--- src/rtl/ifu_pc_sequencer_pkg.sv ---
// Shared constants, state/redirect encodings and address helpers for the
// fetch-unit next-PC sequencer.
package ifu_pc_sequencer_pkg;

  localparam logic [31:0] RESET_PC = 32'h0000_3000;
  localparam logic [31:0] EXC_VEC  = 32'h0000_4180;
  localparam logic [31:0] TEXT_LO  = 32'h0000_3000;
  localparam logic [31:0] TEXT_HI  = 32'h0000_6FFC;
  localparam logic [31:0] PC_STEP  = 32'h0000_0004;

  typedef enum logic [1:0] {
    ST_BOOT  = 2'b00,
    ST_FETCH = 2'b01,
    ST_DONE  = 2'b10
  } seq_state_e;

  // Encoded so that a numeric compare orders redirects by priority.
  typedef enum logic [1:0] {
    PK_NONE = 2'b00,
    PK_BR   = 2'b01,
    PK_ERET = 2'b10,
    PK_EXC  = 2'b11
  } pend_kind_e;

  function automatic logic fetch_addr_legal(input logic [31:0] addr);
    return (addr[1:0] == 2'b00) && (addr >= TEXT_LO) && (addr <= TEXT_HI);
  endfunction

  function automatic logic kind_kills(input pend_kind_e kind);
    return (kind == PK_ERET) || (kind == PK_EXC);
  endfunction

endpackage

--- src/rtl/ifu_pc_sequencer_if.sv ---
// Fetch-side bundle between the next-PC sequencer and its neighbours
// (hazard unit, ID branch logic, CP0, PC register, instruction memory).
interface ifu_pc_sequencer_if;

  logic [31:0] pc_q;
  logic [31:0] pc_d;
  logic        stall;
  logic        br_take;
  logic [31:0] br_target;
  logic        exc_req;
  logic        eret_req;
  logic [31:0] epc;
  logic        imem_req;
  logic        imem_ready;
  logic        if_valid;
  logic        adel;

  modport master (
    input  pc_q,
    input  stall,
    input  br_take,
    input  br_target,
    input  exc_req,
    input  eret_req,
    input  epc,
    input  imem_ready,
    output pc_d,
    output imem_req,
    output if_valid,
    output adel
  );

  modport slave (
    output pc_q,
    output stall,
    output br_take,
    output br_target,
    output exc_req,
    output eret_req,
    output epc,
    output imem_ready,
    input  pc_d,
    input  imem_req,
    input  if_valid,
    input  adel
  );

endinterface

--- src/rtl/ifu_redirect_buf.sv ---
// Pending-redirect register: captures branch/eret/exception requests every
// cycle and only lets an equal-or-higher priority request replace a held one.
module ifu_redirect_buf
  import ifu_pc_sequencer_pkg::*;
(
  input  logic        clk,
  input  logic        RESET,
  input  logic        exc_req,
  input  logic        eret_req,
  input  logic [31:0] epc,
  input  logic        br_take,
  input  logic [31:0] br_target,
  input  logic        consume,
  output pend_kind_e  eff_kind,
  output logic [31:0] eff_target
);

  pend_kind_e  kind_q;
  pend_kind_e  kind_d;
  pend_kind_e  req_kind;
  logic [31:0] target_q;
  logic [31:0] target_d;
  logic [31:0] req_target;

  always_comb begin
    req_kind   = PK_NONE;
    req_target = 32'h0000_0000;
    if (exc_req) begin
      req_kind   = PK_EXC;
      req_target = EXC_VEC;
    end else if (eret_req) begin
      req_kind   = PK_ERET;
      req_target = epc;
    end else if (br_take) begin
      req_kind   = PK_BR;
      req_target = br_target;
    end else begin
      req_kind   = PK_NONE;
      req_target = 32'h0000_0000;
    end
  end

  // eff_* is what the sequencer may apply this very cycle: a fresh request
  // already folded into the held one.
  always_comb begin
    eff_kind   = kind_q;
    eff_target = target_q;
    if ((req_kind != PK_NONE) && (req_kind >= kind_q)) begin
      eff_kind   = req_kind;
      eff_target = req_target;
    end else begin
      eff_kind   = kind_q;
      eff_target = target_q;
    end
  end

  always_comb begin
    kind_d   = eff_kind;
    target_d = eff_target;
    if (consume) begin
      kind_d   = PK_NONE;
      target_d = target_q;
    end else begin
      kind_d   = eff_kind;
      target_d = eff_target;
    end
  end

  always_ff @(posedge clk) begin
    if (RESET) begin
      kind_q   <= PK_NONE;
      target_q <= 32'h0000_0000;
    end else begin
      kind_q   <= kind_d;
      target_q <= target_d;
    end
  end

endmodule

--- src/rtl/ifu_pc_sequencer.sv ---
// Next-PC controller for the fetch unit: drives the PC register D input and
// runs the instruction-memory request/ready handshake.
module ifu_pc_sequencer
  import ifu_pc_sequencer_pkg::*;
(
  input  logic               clk,
  input  logic               RESET,
  ifu_pc_sequencer_if.master bus
);

  seq_state_e  state_q;
  seq_state_e  state_d;
  pend_kind_e  eff_kind;
  logic [31:0] eff_target;
  logic        consume;
  logic        addr_ok;
  logic        kill;
  logic        complete;
  logic [31:0] accept_pc;
  logic [31:0] pc_nxt;
  logic        req_nxt;
  logic        valid_nxt;
  logic        adel_nxt;

  ifu_redirect_buf u_redirect_buf (
    .clk        (clk),
    .RESET      (RESET),
    .exc_req    (bus.exc_req),
    .eret_req   (bus.eret_req),
    .epc        (bus.epc),
    .br_take    (bus.br_take),
    .br_target  (bus.br_target),
    .consume    (consume),
    .eff_kind   (eff_kind),
    .eff_target (eff_target)
  );

  // A branch is only a deferred target; eret/exception also flush the slot.
  always_comb begin
    addr_ok   = fetch_addr_legal(bus.pc_q);
    kill      = kind_kills(eff_kind);
    accept_pc = (eff_kind != PK_NONE) ? eff_target : (bus.pc_q + PC_STEP);
  end

  always_ff @(posedge clk) begin
    if (RESET) begin
      state_q <= ST_BOOT;
    end else begin
      state_q <= state_d;
    end
  end

  always_comb begin
    state_d   = state_q;
    pc_nxt    = bus.pc_q;
    req_nxt   = 1'b0;
    valid_nxt = 1'b0;
    adel_nxt  = 1'b0;
    consume   = 1'b0;
    complete  = 1'b0;
    case (state_q)
      ST_BOOT: begin
        state_d = ST_FETCH;
      end
      ST_FETCH: begin
        req_nxt  = addr_ok;
        complete = addr_ok ? bus.imem_ready : 1'b1;
        if (complete && kill) begin
          pc_nxt  = eff_target;
          consume = 1'b1;
          state_d = ST_FETCH;
        end else if (complete && !bus.stall) begin
          valid_nxt = 1'b1;
          adel_nxt  = !addr_ok;
          pc_nxt    = accept_pc;
          consume   = 1'b1;
          state_d   = ST_FETCH;
        end else if (complete) begin
          state_d = ST_DONE;
        end else begin
          state_d = ST_FETCH;
        end
      end
      ST_DONE: begin
        complete = 1'b1;
        if (kill) begin
          pc_nxt  = eff_target;
          consume = 1'b1;
          state_d = ST_FETCH;
        end else if (!bus.stall) begin
          valid_nxt = 1'b1;
          adel_nxt  = !addr_ok;
          pc_nxt    = accept_pc;
          consume   = 1'b1;
          state_d   = ST_FETCH;
        end else begin
          state_d = ST_DONE;
        end
      end
      default: begin
        state_d = ST_BOOT;
      end
    endcase
    // Reset dominates whatever the state machine decided this cycle.
    if (RESET) begin
      pc_nxt    = RESET_PC;
      req_nxt   = 1'b0;
      valid_nxt = 1'b0;
      adel_nxt  = 1'b0;
      consume   = 1'b0;
      state_d   = ST_BOOT;
    end else begin
      state_d = state_d;
    end
  end

  assign bus.pc_d     = pc_nxt;
  assign bus.imem_req = req_nxt;
  assign bus.if_valid = valid_nxt;
  assign bus.adel     = adel_nxt;

endmodule

--- src/flat_wrapper.sv ---
// flat-port wrapper written by rule: the top's interface ports become plain ports
module ifu_pc_sequencer_flat import ifu_pc_sequencer_pkg::*;
  (clk, RESET, bus_pc_q, bus_stall, bus_br_take, bus_br_target, bus_exc_req, bus_eret_req, bus_epc, bus_imem_ready, bus_pc_d, bus_imem_req, bus_if_valid, bus_adel);
  ifu_pc_sequencer_if bus_i ();
  input  logic clk;
  input  logic RESET;
  input wire logic [$bits(bus_i.pc_q)-1:0] bus_pc_q;
  input wire logic [$bits(bus_i.stall)-1:0] bus_stall;
  input wire logic [$bits(bus_i.br_take)-1:0] bus_br_take;
  input wire logic [$bits(bus_i.br_target)-1:0] bus_br_target;
  input wire logic [$bits(bus_i.exc_req)-1:0] bus_exc_req;
  input wire logic [$bits(bus_i.eret_req)-1:0] bus_eret_req;
  input wire logic [$bits(bus_i.epc)-1:0] bus_epc;
  input wire logic [$bits(bus_i.imem_ready)-1:0] bus_imem_ready;
  output wire logic [$bits(bus_i.pc_d)-1:0] bus_pc_d;
  output wire logic [$bits(bus_i.imem_req)-1:0] bus_imem_req;
  output wire logic [$bits(bus_i.if_valid)-1:0] bus_if_valid;
  output wire logic [$bits(bus_i.adel)-1:0] bus_adel;
  assign bus_i.pc_q = bus_pc_q;
  assign bus_i.stall = bus_stall;
  assign bus_i.br_take = bus_br_take;
  assign bus_i.br_target = bus_br_target;
  assign bus_i.exc_req = bus_exc_req;
  assign bus_i.eret_req = bus_eret_req;
  assign bus_i.epc = bus_epc;
  assign bus_i.imem_ready = bus_imem_ready;
  assign bus_pc_d = bus_i.pc_d;
  assign bus_imem_req = bus_i.imem_req;
  assign bus_if_valid = bus_i.if_valid;
  assign bus_adel = bus_i.adel;
  ifu_pc_sequencer u_core (.clk(clk), .RESET(RESET), .bus(bus_i));
endmodule
--- config.mk ---
export PLATFORM = sky130hd
export DESIGN_NAME = ifu_pc_sequencer_flat
export DESIGN_NICKNAME = d
export VERILOG_FILES = /design/src/rtl/ifu_pc_sequencer_pkg.sv /design/src/rtl/ifu_pc_sequencer_if.sv /design/src/rtl/ifu_redirect_buf.sv /design/src/rtl/ifu_pc_sequencer.sv /design/src/flat_wrapper.sv
export SDC_FILE = /design/constraint.sdc
export NUM_CORES = 1
export LEC_CHECK = 0
export BUFFER_PORTS_ARGS = -buffer_cell sky130_fd_sc_hd__buf_2
export CORE_UTILIZATION = 25
export DETAILED_ROUTE_END_ITERATION = 16
export SLEW_MARGIN = 30
export SYNTH_ARGS = -nofsm -noshare
export SYNTH_HDL_FRONTEND = slang
export SYNTH_HIERARCHICAL = 1
export SYNTH_SLANG_ARGS = --single-unit
--- constraint.sdc ---
create_clock -name clk -period 8.2 [get_ports clk]
set_clock_uncertainty 0.2 [all_clocks]
set_input_delay 0.82 -clock clk [delete_from_list [all_inputs] [get_ports clk]]
set_output_delay 0.82 -clock clk [all_outputs]
set_load 0.05 [all_outputs]
==> flow_metrics.tcl <==
set metrics [dict create \
    num_rows 48 \
    r2r_start "u_core/u_redirect_buf/kind_q[1]$_SDFF_PP0_" \
    sw_frac_of_total_pct 47.8 \
    p_comb_share_pct 57.2 \
    worstSetupPathType "in2out" \
    overflow 0 \
    critical-path-slowest-cell "nand2b_1" \
    grt_max_degree 56 \
    clockBufferDepth 2 \
    die_area_um2 18300 \
    drtIter0Drc 589 \
    die_h_um 135 \
    worstMarginPinSlew_ns 0.876 \
    setup_viol 0 \
    crit_family "simple AND/OR/NAND/NOR gates" \
    post_cts_resized 0 \
    post_cts_buffers 0 \
    p_clk_share_pct 21.4 \
    fin_total_pwr_uw 915 \
    place_hpwl_um 13500 \
    fillCellCount 1891 \
    synth_nets 734 \
    p_leak_nw 2.07 \
    grt_pass1_wl_um 26800 \
    clk_pin_slew_ns 0.05 \
    synth-async-reset-ratio_pct 0 \
    drt-pass1-iter-count 7 \
    placed_area_um2 5240 \
    antenna_found_initial 0 \
    slew_viol_final 0 \
    synth_cell_types 75 \
    ys_seq_area_share_pct 16.2 \
    clk_latency_ns 0.28 \
    r2r_end "u_core/u_redirect_buf/target_q[12]$_SDFFE_PP0N_" \
    ios 138 \
    cp_cell_sequence "buf_2 -> buf_4 -> or2_2 -> ha_1 -> o22ai_1 -> or2_1 -> o2bb2ai_1 -> buf_4 -> nand2b_1 -> o31a_1 -> o221ai_1 -> o221a_2 -> nor4b_1 -> buf_2" \
    ys.flop_type "dfxtp_1" \
    max-vdd-ir-drop_mv 0.0841 \
    fin_nets 829 \
    internal_power_uw 477 \
    io_buffer_count 137 \
    cp.buffers_inverters 4 \
    start_util_pct 25.7 \
    holdPathEnd "u_core/u_redirect_buf/target_q[10]$_SDFFE_PP0N_" \
    num_vias 5425 \
    fin_util_pct 31.2 \
    synth-simple-area-share_pct 22.8 \
    syn-instance-count 624 \
    grt_pass1_vias 4780 \
    maxSlewHeadroom_pct 41.0 \
    yosys_warnings 6 \
    die_w_um 135 \
    synth-xor-area-share_pct 2.96 \
    drive_gt1_share_pct 25.2 \
    synth_area_per_cell_um2 7.12 \
    synth_edf_count 0 \
    drv_cap 0 \
    max_freq_mhz 178 \
    power.density_nw_per_um2 170 \
    post-route-min-period_ns 5.63 \
    net-switching-power_uw 438 \
    hold_viol 0 \
    seqPwrFrac_pct 21.4 \
    reg2reg_depth 13 \
    netlist_area_um2 4440 \
    cp.required_ns 7.18 \
    core_um2 17300 \
    via_per_inst 5.75 \
    route.detailed.drc 0 \
    fin_crit_sh_pct 68.7 \
    clock-sinks 36 \
    synth-adder-area-share_pct 1.97 \
    synth-seq-cells 36 \
    synth_mux_area_share_pct 0.225 \
    crit_path_start_kind "primary input" \
    hold_class "reg2reg" \
    cts_hold_buf 0 \
    cts_made_buffers 5 \
    rrSetupSlack_ns 4.04 \
    place_inst 937 \
    setup-tns-final_ns 0 \
    synthToLayoutAreaGrowth_pct 21.4 \
    routed_wl_um 17800 \
    antenna_cells 0 \
    path_max_fanout 43 \
    cts-root-buf "clkbuf_16" \
    routabilityCongestion 0.912 \
    rsz0062_at_grt "no" \
    arrival_ns 4.61 \
    synth_compound_area_share_pct 48.1 \
    critPathMaxStageDelay_ns 0.61 \
    status "completed" \
    grtUsageTotal_pct 18.8 \
    cts_tree "yes" \
    wl_per_cell_um 18.8 \
    cts_htree_levels 2 \
    holdPathStages 1 \
    synth_top_family_by_area "compound AO/OA/AOI/OAI gates" \
    ant_nets 0 \
    fin_cells 944 \
    hp-start "u_core/u_redirect_buf/target_q[10]$_SDFFE_PP0N_" \
    end_kind "output pin" \
    final_cell_area_um2 5390 \
]
[metal layers]
| metal | vias up | GRT usage, % | part of all wire (%) |
|---|---|---|---|
| met3 | 14 | 2.47 | 9.4 |
| met4 | 0 | 3.81 | 1.2 |
| li1 | 2606 | - | - |
| met2 | 290 | 28.8 | 44 |
| met1 | 2515 | 27.7 | 46 |
| met5 | - | 0 | 0 |
[per-stage QoR]
stage | hold slack (ns) | setup WS, ns
CTS | 0.264 | 2.59
floorplan | 0.233 | 2.32
finish | 0.263 | 2.57
global route | 0.274 | 2.30
global placement | 0.246 | 2.67
detailed placement | 0.249 | 2.60
[registers in the layout (all words and copies together), names as in the netlist]
| name | flops |
|---|---|
| u_core/u_redirect_buf/kind_q | 2 |
| u_core/state_q | 2 |
| u_core/u_redirect_buf/target_q | 32 |
[layout by cell type, fill, tap and decap left out, drive strengths merged, types with 8 or more instances in the layout]
cell / instances
nor4: 12
dfxtp: 36
inv: 23
a21oi: 40
a31oi: 15
o2bb2ai: 35
nand4: 9
xnor2: 11
nand3: 13
buf: 145
o21a: 35
nand2: 39
a22oi: 30
o21ai: 66
nor2: 44
nor2b: 8
nor3: 22
o221ai: 14
[synthesized netlist by cell type, types with 7 or more instances]
master	number	area (um^2)
nand2_1	39	146
dfxtp_1	36	721
a22oi_1	30	225
nor3_1	18	90.1
inv_1	23	86.3
o22ai_1	7	43.8
ha_1	7	87.6
nor2_1	44	165
a31oi_1	15	93.8
buf_2	13	65.1
clkbuf_1	40	150
o21ai_0	65	325
a21oi_1	40	200
o221ai_1	14	123
o2bb2ai_2	10	150
nor2b_1	8	50.1
xnor2_1	11	96.3
o2bb2ai_1	25	219
nand4_1	8	50.1
nand3_1	12	60.1
o21a_1	35	263
nor4_1	12	75.1
[worst max path at each step]
stage / endpoint / from / depth (start not counted)
after CTS: bus_pc_d[24] / bus_eret_req / 14
after detailed placement: bus_pc_d[24] / bus_eret_req / 14
after global routing: bus_pc_d[27] / bus_eret_req / 14
final: bus_pc_d[24] / bus_eret_req / 14
after global placement: bus_pc_d[24] / bus_eret_req / 14
after floorplan: bus_pc_d[24] / bus_eret_req / 13
[logic make-up after synthesis]
group                    count (synthesis)
AO/OA/AOI/OAI                          296
AND/OR/NAND/NOR                        188
buffers and inverters                   81
flip-flops                              36
XOR/XNOR                                15
adder cells (fa/ha/maj)                  7
multiplexers                             1
[power by group through the flow]
stage,sequential [mW],combinational [mW],clock (mW)
global placement,0.199,0.509,0
global route,0.197,0.562,0.207
floorplan,0.197,0.365,0
finish,0.195,0.524,0.196
detailed placement,0.199,0.512,0
CTS,0.195,0.514,0.200
[area by class of cell]
class | count | area (um^2) | area share (%)
Multi-Input combinational cell | 507 | 3400 | 63.1
Timing Repair Buffer | 145 | 746 | 13.8
Sequential cell | 36 | 721 | 13.4
Tap cell | 225 | 282 | 5.22
Clock buffer | 7 | 153 | 2.83
Inverter | 24 | 90.1 | 1.67
No activity file was read; power rests on OpenSTA's default activity.
